`config.mk`:
```
export PLATFORM = sky130hd
export DESIGN_NAME = gelato_warp_fetch_arbiter
export DESIGN_NICKNAME = d
export VERILOG_FILES = /design/src/rtl/gelato_warp_fetch_arbiter.sv
export SDC_FILE = /design/constraint.sdc
export NUM_CORES = 1
export LEC_CHECK = 0
export CAP_MARGIN = 20
export CELL_PAD_IN_SITES_DETAIL_PLACEMENT = 1
export CELL_PAD_IN_SITES_GLOBAL_PLACEMENT = 2
export CORE_UTILIZATION = 19
export CTS_BUF_LIST = sky130_fd_sc_hd__clkbuf_8
export CTS_CLUSTER_DIAMETER = 200
export DETAILED_ROUTE_END_ITERATION = 8
export GPL_ROUTABILITY_DRIVEN = 0
export MAX_ROUTING_LAYER = met4
export PLACE_DENSITY = 0.84
export SYNTH_ARGS = -nofsm -noshare
export SYNTH_HDL_FRONTEND = slang
export SYNTH_SLANG_ARGS = --single-unit
```
`constraint.sdc`:
```
create_clock -name clk -period 4 [get_ports clk]
set_input_delay 1.2 -clock clk [delete_from_list [all_inputs] [get_ports clk]]
set_output_delay 1.2 -clock clk [all_outputs]
set_load 0.02 [all_outputs]
```
`src/rtl/gelato_warp_fetch_arbiter.sv`:
```
// Round-robin warp arbiter between the PC table and instruction fetch. It tracks each warp's in-flight fetch and re-arms the warp when its completion token returns.
// Optional perf counters are enabled with `define GELATO_FETCHARB_PERF_EN.
module gelato_warp_fetch_arbiter #(
    parameter int WARP_NUM    = 8,
    parameter int PC_WIDTH    = 32,
    parameter int SPLIT_WIDTH = 4,
    localparam int WID_WIDTH  = $clog2(WARP_NUM)
) (
    input  logic                            clk,
    input  logic                            rst_n,
    input  logic                            rdy,
    input  logic [WARP_NUM-1:0]             warp_valid,
    input  logic [WARP_NUM*PC_WIDTH-1:0]    warp_pc,
    input  logic [WARP_NUM*SPLIT_WIDTH-1:0] warp_split,
    output logic                            out_valid,
    input  logic                            out_ready,
    output logic [PC_WIDTH-1:0]             out_pc,
    output logic [WID_WIDTH-1:0]            out_warp,
    output logic [SPLIT_WIDTH-1:0]          out_split,
    input  logic                            done_valid,
    input  logic [WID_WIDTH-1:0]            done_warp,
    output logic [WARP_NUM-1:0]             inflight
`ifdef GELATO_FETCHARB_PERF_EN
   ,output logic [31:0]                     perf_issue_cnt,
    output logic [31:0]                     perf_stall_cnt
`endif
);

    // Handshake: an issue transfers on a clock edge where out_valid && out_ready.
    // While out_valid is high and out_ready low, every out_* signal stays stable.

    logic                   out_valid_q, out_valid_d;
    logic [PC_WIDTH-1:0]    out_pc_q, out_pc_d;
    logic [WID_WIDTH-1:0]   out_warp_q, out_warp_d;
    logic [SPLIT_WIDTH-1:0] out_split_q, out_split_d;
    logic [WARP_NUM-1:0]    pending_q, pending_d;
    logic [WID_WIDTH-1:0]   last_grant_q, last_grant_d;

    logic [WARP_NUM-1:0]    eligible;
    logic                   load_slot;
    logic                   done_hit;
    logic                   sel_found;
    logic [WID_WIDTH-1:0]   sel_idx;
    int                     cand;

    assign eligible  = warp_valid & ~pending_q;
    assign load_slot = rdy && (!out_valid_q || out_ready);
    assign done_hit  = done_valid && (32'(done_warp) < WARP_NUM);

    // Rotating search: last_grant+1 first, last_grant itself last.
    always_comb begin
        sel_found = 1'b0;
        sel_idx   = '0;
        cand      = 0;
        for (int k = 1; k <= WARP_NUM; k++) begin
            cand = int'(last_grant_q) + k;
            if (cand >= WARP_NUM) begin
                cand = cand - WARP_NUM;
            end
            if (!sel_found && eligible[cand]) begin
                sel_found = 1'b1;
                sel_idx   = WID_WIDTH'(cand);
            end
        end
    end

    always_comb begin
        out_valid_d  = out_valid_q;
        out_pc_d     = out_pc_q;
        out_warp_d   = out_warp_q;
        out_split_d  = out_split_q;
        last_grant_d = last_grant_q;
        pending_d    = pending_q;

        // Clearing an idle warp is a no-op, so stray tokens need no extra check.
        if (done_hit) begin
            pending_d[done_warp] = 1'b0;
        end

        if (load_slot) begin
            if (sel_found) begin
                out_valid_d        = 1'b1;
                out_pc_d           = warp_pc[sel_idx*PC_WIDTH +: PC_WIDTH];
                out_warp_d         = sel_idx;
                out_split_d        = warp_split[sel_idx*SPLIT_WIDTH +: SPLIT_WIDTH];
                last_grant_d       = sel_idx;
                pending_d[sel_idx] = 1'b1;
            end else begin
                out_valid_d = 1'b0;
            end
        end
    end

    always_ff @(posedge clk or negedge rst_n) begin
        if (!rst_n) begin
            out_valid_q  <= 1'b0;
            out_pc_q     <= '0;
            out_warp_q   <= '0;
            out_split_q  <= '0;
            pending_q    <= '0;
            last_grant_q <= WID_WIDTH'(WARP_NUM - 1);
        end else begin
            out_valid_q  <= out_valid_d;
            out_pc_q     <= out_pc_d;
            out_warp_q   <= out_warp_d;
            out_split_q  <= out_split_d;
            pending_q    <= pending_d;
            last_grant_q <= last_grant_d;
        end
    end

    assign out_valid = out_valid_q;
    assign out_pc    = out_pc_q;
    assign out_warp  = out_warp_q;
    assign out_split = out_split_q;
    assign inflight  = pending_q;

`ifdef GELATO_FETCHARB_PERF_EN
    logic [31:0] perf_issue_q;
    logic [31:0] perf_stall_q;
    logic        stall_cycle;

    // A stall means work exists but nothing is eligible and no issue is showing.
    assign stall_cycle = rdy && !out_valid_q && (|warp_valid) && (eligible == '0);

    always_ff @(posedge clk or negedge rst_n) begin
        if (!rst_n) begin
            perf_issue_q <= '0;
            perf_stall_q <= '0;
        end else begin
            if (out_valid_q && out_ready) begin
                perf_issue_q <= perf_issue_q + 32'd1;
            end
            if (stall_cycle) begin
                perf_stall_q <= perf_stall_q + 32'd1;
            end
        end
    end

    assign perf_issue_cnt = perf_issue_q;
    assign perf_stall_cnt = perf_stall_q;
`else
    // Default build carries no performance counters.
`endif

endmodule

```
==> impl_metrics.yaml, run 1 <==
timing:
  max_slew_margin_pct: 57.6
  worst_slew_pin_slew_ns: 0.630
  hold_ws_ns: 0.511
  skew_ns: 0.0192
  rsz0062_at_grt: "yes"
  max_freq_mhz: 251
  period_minus_slack_ns: 3.99
  setup_viol: 0
  finalCritPeriodShare_pct: 99.8
  finalHoldViolCount: 0
  slew_violations: 0
worst_setup_path:
  cp_top_family: "simple AND/OR/NAND/NOR gates"
  crit_path_cell_trace: "buf_6, and4b_1, or4_4, mux2_4, a2111o_1, or3_4, nand3_4, nand2_8, buf_12, buf_6, mux2_1, o211ai_1, o211ai_1"
  critPathLaunch: "warp_valid[7]"
  r2r_slack_ns: 0.15
  cp-start-kind: "input port"
  rr_worst_depth: 12
  critPathRequiredTime_ns: 4.21
  critPathArrivalTime_ns: 4.20
  r2r-end: "out_pc[20]"
  crit_buf_inv: 3
  critPathKind: "input port to flip-flop"
  cpMaxStageDelayCell: "or4_4"
  cp_slowest_stage_delay_ns: 0.53
  rr_startpoint: "last_grant_q[1]"
  end_kind: "flip-flop"
  critPathMaxFanout: 8
die:
  num_rows: 64
  coreArea_mm2: 0.0305
  dieArea_mm2: 0.0316
  start_util_pct: 19.3
  fp.dieW_um: 178
  die_y_um: 178
  ios: 352
synth:
  synthTopCellsByArea: "dfrtp_1, mux2i_1, mux2_4"
  synth-main-ff-cell: "dfrtp_1"
  ys_seq_area_share_pct: 21.8
  synth_edf_count: 0
  synth.net_count: 944
  synth_area_per_cell_um2: 9.21
  synthCells: 638
  synth.top_cell.area_share_pct: 20.4
  ys_types: 65
  async_flop_share_pct: 100
  synth_area_leader_cell: "dfrtp_1"
  yosysWarnings: 0
  ys_seq_elements: 51
  syn_area_mm2: 0.00588
route:
  avgRoutedWirePerCell_um: 20.7
  wl_um: 29800
  vias: 6832
  first_iter_violations: 241
  ant_nets: 0
  drcViolationCount: 0
  firstDrtPassIters: 4
  vias_per_cell: 4.76
clocking:
  cts_tree: "done"
  cts_root_buffer: "clkbuf_8"
  cts_buffers: 5
  insertion_delay_ns: 0.34
  clockBufferDepth: 2
  path_clk_slew_ns: 0.10
  cts.sinks: 51
  htree_levels: 2
layout:
  post-route-cell-area_mm2: 0.0109
  layout.cells.non_filler: 1435
  nets: 1344
  area_delta_synth_final_pct: 86.1
  antenna_cells: 0
  drive_above_1_share_pct: 25.2
grt:
  grt_remaining_overflow: 0
  grt_pass1_wl_um: 43700
  track_usage_pct: 19.0
  antenna_found_initial: 0
  grt_pass1_vias: 7555
  grt_max_degree: 39
worst_hold_path:
  whs_endpoint: "out_warp[0]"
  worstHoldStart: "out_warp[0]"
  min_path_type: "flip-flop to flip-flop"
  worstHoldPathCells: 1
placed_design:
  place_area_mm2: 0.0104
  portBuffers: 351
  hpwl_um: 23500
  dp.cells: 1411
outcome:
  status: "finished, final reports clean"
flow_run:
  maxCapViolations: 0
==> metal layers <==
| layer | global-route usage [%] | wire [um] |
|---|---|---|
| met1 | 22.4 | 12300 |
| met2 | 32.9 | 15400 |
| met3 | 2.98 | 1340 |
| met4 | 5.84 | 734 |
| met5 | - | 0 |
==> state kept, by name (all words and copies together), names as in the netlist <==
signal and count:
out_warp 3, out_split 4, inflight 8, last_grant_q 3, out_pc 32, out_valid 1
==> metrics by stage <==
| stage | setup TNS [ns] | utilization (%) | setup slack [ns] |
|---|---|---|---|
| 2_1_floorplan | -1.83 | - | -0.0580 |
| 6_report | 0 | 35.8 | 0.00909 |
| 4_1_cts | -0.0194 | 35.4 | -0.00972 |
| 3_5_place_dp | -30.84 | 34.2 | -0.714 |
| 5_1_grt | -0.401 | 35.8 | -0.0420 |
| 3_3_place_gp | -27.51 | 34.2 | -0.645 |
==> worst register-to-register path, cell delays in order, from the launching register on <==
cell and delay, ns:
dfstp_4 0.74, inv_1 0.10, ha_1 0.41, mux4_2 0.57, a2111o_1 0.42, or3_4 0.41, nand3_4 0.10, nand2_8 0.07
buf_12 0.16, buf_6 0.17, mux2_1 0.31, o211ai_1 0.16, o211ai_1 0.11
==> area by class of cell <==
cell class                 instances  area (um2)
clock inverter                     3        20.0
timing repair buffer             452        4530
tap                              396         495
multi-input combinational        522        4510
clock buffer                       5        68.8
sequential                        51        1290
fill                            3460       19600
inverter                           6        26.3
==> cells in the final DEF, fill, tap and decap left out, types with 3 or more instances in the layout <==
cell type        instances
inv_1                    3
clkbuf_2                 7
nor2b_4                  5
and3_1                   3
o211ai_1                45
a21oi_1                 10
nand3_1                 75
clkinvlp_4               3
mux2_2                  29
o31ai_1                  5
mux2i_1                 82
nand2b_1                 8
clkbuf_8                 5
mux2_4                  44
mux2_1                   4
mux4_2                  10
buf_12                  11
clkdlybuf4s50_1        342
nand2_1                 47
o21ai_1                  8
buf_6                    6
a211oi_1                 4
nor2_1                  10
buf_4                   78
a21o_1                   3
buf_16                   6
o211ai_2                29
o21ai_0                 48
dfrtp_1                 48
==> Yosys cell counts, types with 2 or more instances <==
cell type,n
or2_2,2
and3_1,4
dfrtp_1,48
o21ai_0,54
ha_1,2
a22oi_1,2
nor4bb_1,2
or4bb_1,2
nand3_2,2
buf_6,4
buf_4,6
a211o_1,2
o211ai_1,45
o211ai_2,29
nand2_1,47
buf_1,7
nand3_1,75
xor2_1,2
inv_2,2
nor2_1,10
mux2i_1,84
a21o_1,3
nand4b_1,2
nand2b_1,9
mux2_4,29
mux2_2,36
a211oi_1,4
clkbuf_1,28
inv_1,3
o31ai_1,5
a21oi_1,10
o21ai_1,3
buf_2,14
xnor2_1,2
mux2_1,12
dfstp_2,3
mux4_2,10
nor2b_1,7
==> worst max-delay path by stage <==
stage               slack [ns]          to  cells past startpoint
global placement         -0.65   out_pc[8]                     12
finish                   0.009  out_pc[20]                     13
global route             -0.04  out_pc[23]                     13
floorplan                -0.06   out_pc[0]                     12
detailed placement       -0.71  out_pc[13]                     13
CTS                      -0.01  out_pc[26]                     13
==> what timing repair did <==
item,in CTS,in global routing
cloned,3,1
hold endpoints to repair,0,0
setup endpoints to repair,49,44
hold buffers,0,0
buffers inserted,7,5
resized for setup,46,37
pin swaps,11,13
==> logic make-up after synthesis <==
logic type,Yosys count,share of synthesized area (%)
fa+ha+maj,2,0.426
buf+inv,65,5.34
simple gates,175,15.4
mux,171,34.8
compound gates,170,21.7
flops,51,21.8
xor+xnor,4,0.596
Power of run 1 is not shown: default switching activity piles up to over one toggle a cycle in this logic, so the estimate is an artifact.
==> run 2, diff against run 1 <==
--- a/config.mk
+++ b/config.mk
@@ -7,14 +7,14 @@
 export LEC_CHECK = 0
 export CAP_MARGIN = 20
 export CELL_PAD_IN_SITES_DETAIL_PLACEMENT = 1
-export CELL_PAD_IN_SITES_GLOBAL_PLACEMENT = 2
-export CORE_UTILIZATION = 19
+export CELL_PAD_IN_SITES_GLOBAL_PLACEMENT = 1
+export CORE_UTILIZATION = 25
 export CTS_BUF_LIST = sky130_fd_sc_hd__clkbuf_8
 export CTS_CLUSTER_DIAMETER = 200
 export DETAILED_ROUTE_END_ITERATION = 8
 export GPL_ROUTABILITY_DRIVEN = 0
 export MAX_ROUTING_LAYER = met4
-export PLACE_DENSITY = 0.84
+export PLACE_DENSITY = 0.85
 export SYNTH_ARGS = -nofsm -noshare
 export SYNTH_HDL_FRONTEND = slang
 export SYNTH_SLANG_ARGS = --single-unit
==> impl_metrics.yaml, run 2 (synthesized netlist as in run 1, its figures left out) <==
worst_setup_path:
  critPathKind: "input port to flip-flop"
  cp_slowest_stage_delay_ns: 0.52
  crit_path_cell_trace: "buf_6, and4b_1, or4_4, mux2_4, a2111o_1, or3_4, nand3_4, nand2_8, buf_4, mux2i_1, mux2_2, o211ai_1"
  end_kind: "flip-flop"
  cpMaxStageDelayCell: "or4_4"
  critPathArrivalTime_ns: 4.25
  critPathRequiredTime_ns: 4.28
  cp-start-kind: "input port"
  r2r_slack_ns: 0.14
  critPathMaxFanout: 9
flow_run:
  maxCapViolations: 0
timing:
  slew_violations: 0
  worst_slew_pin_slew_ns: 0.640
  skew_ns: 0.0120
  tns_ns: 0
  finalHoldViolCount: 0
  hold_ws_ns: 0.503
  max_slew_margin_pct: 57.3
  finalCritPeriodShare_pct: 99.4
  period_minus_slack_ns: 3.98
  max_freq_mhz: 251
  setup_viol: 0
  rsz0062_at_grt: "yes"
placed_design:
  portBuffers: 351
  hpwl_um: 23700
  place_area_mm2: 0.0105
layout:
  nets: 1353
  largest_reg_flops: 32
  layout_common_cells: "clkdlybuf4s50_1, mux2i_1, buf_4"
  drive_above_1_share_pct: 25.4
  post-route-cell-area_mm2: 0.0109
  area_delta_synth_final_pct: 85.2
  final_common_cell: "clkdlybuf4s50_1"
outcome:
  status: "finished, final reports clean"
route:
  wl_um: 30900
  wl_met3_um: 1880
  m1WireLength_um: 11600
  vias_per_cell: 5.23
  ant_nets: 0
  first_iter_violations: 280
  wl_met2_um: 16500
  routed.top_layer: "met4"
  vias: 7129
  avgRoutedWirePerCell_um: 22.7
  drcViolationCount: 0
  firstDrtPassIters: 5
worst_hold_path:
  min_path_type: "flip-flop to flip-flop"
grt:
  antenna_found_initial: 2
  grt_remaining_overflow: 0
  track_usage_pct: 25.8
  grt_pass1_wl_um: 45700
  grt_pass1_vias: 7910
  grt_max_degree: 37
clocking:
  cts.sinks: 51
  holdBufCountCts: 0
  insertion_delay_ns: 0.35
  cts_buffers: 5
  clockBufferDepth: 2
  cts_root_buffer: "clkbuf_8"
  htree_levels: 2
  cts_tree: "done"
  path_clk_slew_ns: 0.13
die:
  num_rows: 55
  coreArea_mm2: 0.0228
  dieArea_mm2: 0.0241
  die_y_um: 155
  ios: 352
  fp.dieW_um: 155
  start_util_pct: 25.7
==> run 2: changes by cell type in the layout (fill, tap and decap cells not counted), sizes merged <==
cell and change:
buf +12, clkinvlp -1, diode +2, nand2 +1, clkbuf -4, clkinv +1
==> run 2: path summary, 6_finish.rpt <==
path                                 start               to  cells after the start
max                          warp_valid[7]       out_pc[27]                     12
min                            out_warp[2]      out_warp[2]                      2
max reg2reg                last_grant_q[1]       out_pc[29]                     12
max in group asynchronous            rst_n  last_grant_q[2]                      2
min reg2reg                    out_warp[2]      out_warp[2]                      2
min in group asynchronous            rst_n       out_pc[21]                      1
==> run 2: area by class of cell <==
| type | instances | area, um2 |
|---|---|---|
| well taps | 313 | 392 |
| flip-flops and latches | 51 | 1280 |
| inverters | 6 | 22.5 |
| diodes | 2 | 5.00 |
| fillers | 2601 | 12000 |
| repair buffers | 460 | 4600 |
| clock buffers | 5 | 68.8 |
| multi-input cells | 523 | 4490 |
| clock inverters | 3 | 20.0 |
==> run 2: repair_timing <==
| action | in CTS | in global routing |
|---|---|---|
| setup endpoints to repair | 45 | 40 |
| setup buffers | 7 | 2 |
| pin swaps | 7 | 14 |
| endpoints found under the hold margin | 0 | 0 |
| gates resized for setup | 43 | 31 |
| cloned | 3 | 2 |
==> run 2: critical path: cells and delay by family <==
| kind | cells | cell delay, ns |
|---|---|---|
| simple gates | 5 | 1.39 |
| mux | 3 | 0.73 |
| compound gates | 2 | 0.63 |
| buf+inv | 2 | 0.32 |
==> run 2: layer usage <==
metal  track usage (%)  vias up
met5                 -        -
met4              9.62        0
met3              4.90       60
met2              46.7      310
met1              27.8     3492
li1                  -     3267
==> run 2: per-stage QoR <==
step | cells | worst slack, ns | utilization, %
after global routing | 1363 | -0.0383 | 47.6
final | 1363 | 0.0223 | 47.6
after floorplan | 638 | -0.0580 | -
after global placement | 1342 | -0.646 | 46.0
after detailed placement | 1343 | -0.736 | 46.1
after CTS | 1360 | 0.0160 | 47.4
Power of run 2 is left out for the same reason.
==> run 3, diff against run 2 <==
--- a/config.mk
+++ b/config.mk
@@ -5,6 +5,7 @@
 export SDC_FILE = /design/constraint.sdc
 export NUM_CORES = 1
 export LEC_CHECK = 0
+export ABC_CLOCK_PERIOD_IN_PS = 4000
 export CAP_MARGIN = 20
 export CELL_PAD_IN_SITES_DETAIL_PLACEMENT = 1
 export CELL_PAD_IN_SITES_GLOBAL_PLACEMENT = 1
@@ -12,9 +13,9 @@
 export CTS_BUF_LIST = sky130_fd_sc_hd__clkbuf_8
 export CTS_CLUSTER_DIAMETER = 200
 export DETAILED_ROUTE_END_ITERATION = 8
-export GPL_ROUTABILITY_DRIVEN = 0
 export MAX_ROUTING_LAYER = met4
 export PLACE_DENSITY = 0.85
+export SKIP_CTS_REPAIR_TIMING = 1
 export SYNTH_ARGS = -nofsm -noshare
 export SYNTH_HDL_FRONTEND = slang
 export SYNTH_SLANG_ARGS = --single-unit
==> impl_metrics.yaml, run 3 (synthesized netlist as in run 1, its figures left out) <==
timing:
  period_minus_slack_ns: 3.96
  skew_ns: 0.0170
  setup_viol: 0
  finalCritPeriodShare_pct: 99.1
  hold_ws_ns: 0.507
  max_slew_margin_pct: 62.2
  slew_violations: 0
  worst_slew_pin_slew_ns: 0.567
  finalHoldViolCount: 0
  max_freq_mhz: 252
  tns_ns: 0
die:
  dieArea_mm2: 0.0241
  num_rows: 55
  ios: 352
  coreArea_mm2: 0.0228
  die_y_um: 155
  start_util_pct: 25.7
  fp.dieW_um: 155
layout:
  largest_reg_flops: 32
  post-route-cell-area_mm2: 0.0107
  layout_common_cells: "clkdlybuf4s50_1, buf_4, mux2i_1"
  area_delta_synth_final_pct: 82.7
  drive_above_1_share_pct: 24.7
  final_common_cell: "clkdlybuf4s50_1"
  nets: 1345
clocking:
  path_clk_slew_ns: 0.12
  insertion_delay_ns: 0.34
  cts_root_buffer: "clkbuf_8"
  cts_tree: "done"
  clockBufferDepth: 2
  cts_buffers: 5
  htree_levels: 2
  cts.sinks: 51
worst_setup_path:
  cpMaxStageDelayCell: "or4_4"
  critPathMaxFanout: 18
  end_kind: "flip-flop"
  critPathRequiredTime_ns: 4.22
  cp-start-kind: "input port"
  crit_path_cell_trace: "dlymetal6s2s_1, nor4bb_1, or4_4, mux2_4, a2111o_1, or3_4, nand3_4, nand2_8, buf_16, mux2i_2, mux2_2, o211ai_1"
  cp_slowest_stage_delay_ns: 0.49
  critPathKind: "input port to flip-flop"
  critPathArrivalTime_ns: 4.18
route:
  vias: 6992
  first_iter_violations: 330
  avgRoutedWirePerCell_um: 21.3
  ant_nets: 0
  wl_um: 28900
  firstDrtPassIters: 4
  vias_per_cell: 5.15
  drcViolationCount: 0
placed_design:
  hpwl_um: 23000
  portBuffers: 351
  gp_congestion: 0.886
  place_area_mm2: 0.0104
grt:
  grt_remaining_overflow: 0
  track_usage_pct: 24.3
  grt_max_degree: 37
  antenna_found_initial: 3
  grt_pass1_wl_um: 43200
  grt_pass1_vias: 7682
flow_run:
  maxCapViolations: 0
worst_hold_path:
  min_path_type: "flip-flop to flip-flop"
outcome:
  status: "finished, final reports clean"
## run 3: path summary, 6_finish.rpt
path,cells past startpoint,slack (ns),endpoint,startpoint
hold reg to reg,2,0.51,out_warp[2],out_warp[2]
max in group asynchronous,2,2.25,last_grant_q[2],rst_n
setup / recovery,12,0.04,out_pc[18],warp_valid[5]
setup reg to reg,11,0.18,out_pc[18],last_grant_q[0]
hold / removal,2,0.51,out_warp[2],out_warp[2]
min in group asynchronous,1,0.84,out_pc[3],rst_n
## run 3: worst max-delay path, delay by kind of cell
family	cells	cell delay (ns)
mux	3	0.88
compound gates	2	0.44
buf+inv	2	0.36
simple gates	5	1.28
## run 3: cell type report
| type | instances | area (um2) |
|---|---|---|
| clock inverters | 2 | 35.0 |
| multi-input cells | 522 | 4440 |
| fillers | 2619 | 12100 |
| well taps | 313 | 392 |
| flip-flops and latches | 51 | 1280 |
| diodes | 4 | 10.0 |
| repair buffers | 453 | 4470 |
| inverters | 6 | 22.5 |
| clock buffers | 6 | 82.6 |
## run 3: per-layer routing
layer | up-vias | share of wire, % | global-route usage (%)
met5 | - | 0 | -
met4 | 0 | 2.6 | 7.28
met3 | 45 | 5.3 | 4.23
met2 | 250 | 52 | 43.6
met1 | 3451 | 40 | 27.4
li1 | 3246 | - | -
## run 3: stage by stage
stage | instances | setup slack, ns | utilization, %
3_3_place_gp | 1335 | -0.729 | 45.7
5_1_grt | 1356 | -0.0295 | 47.0
6_report | 1357 | 0.0371 | 47.0
2_1_floorplan | 638 | -0.0580 | -
4_1_cts | 1343 | -0.441 | 46.2
3_5_place_dp | 1335 | -0.800 | 45.7
Power of run 3 is left out for the same reason.
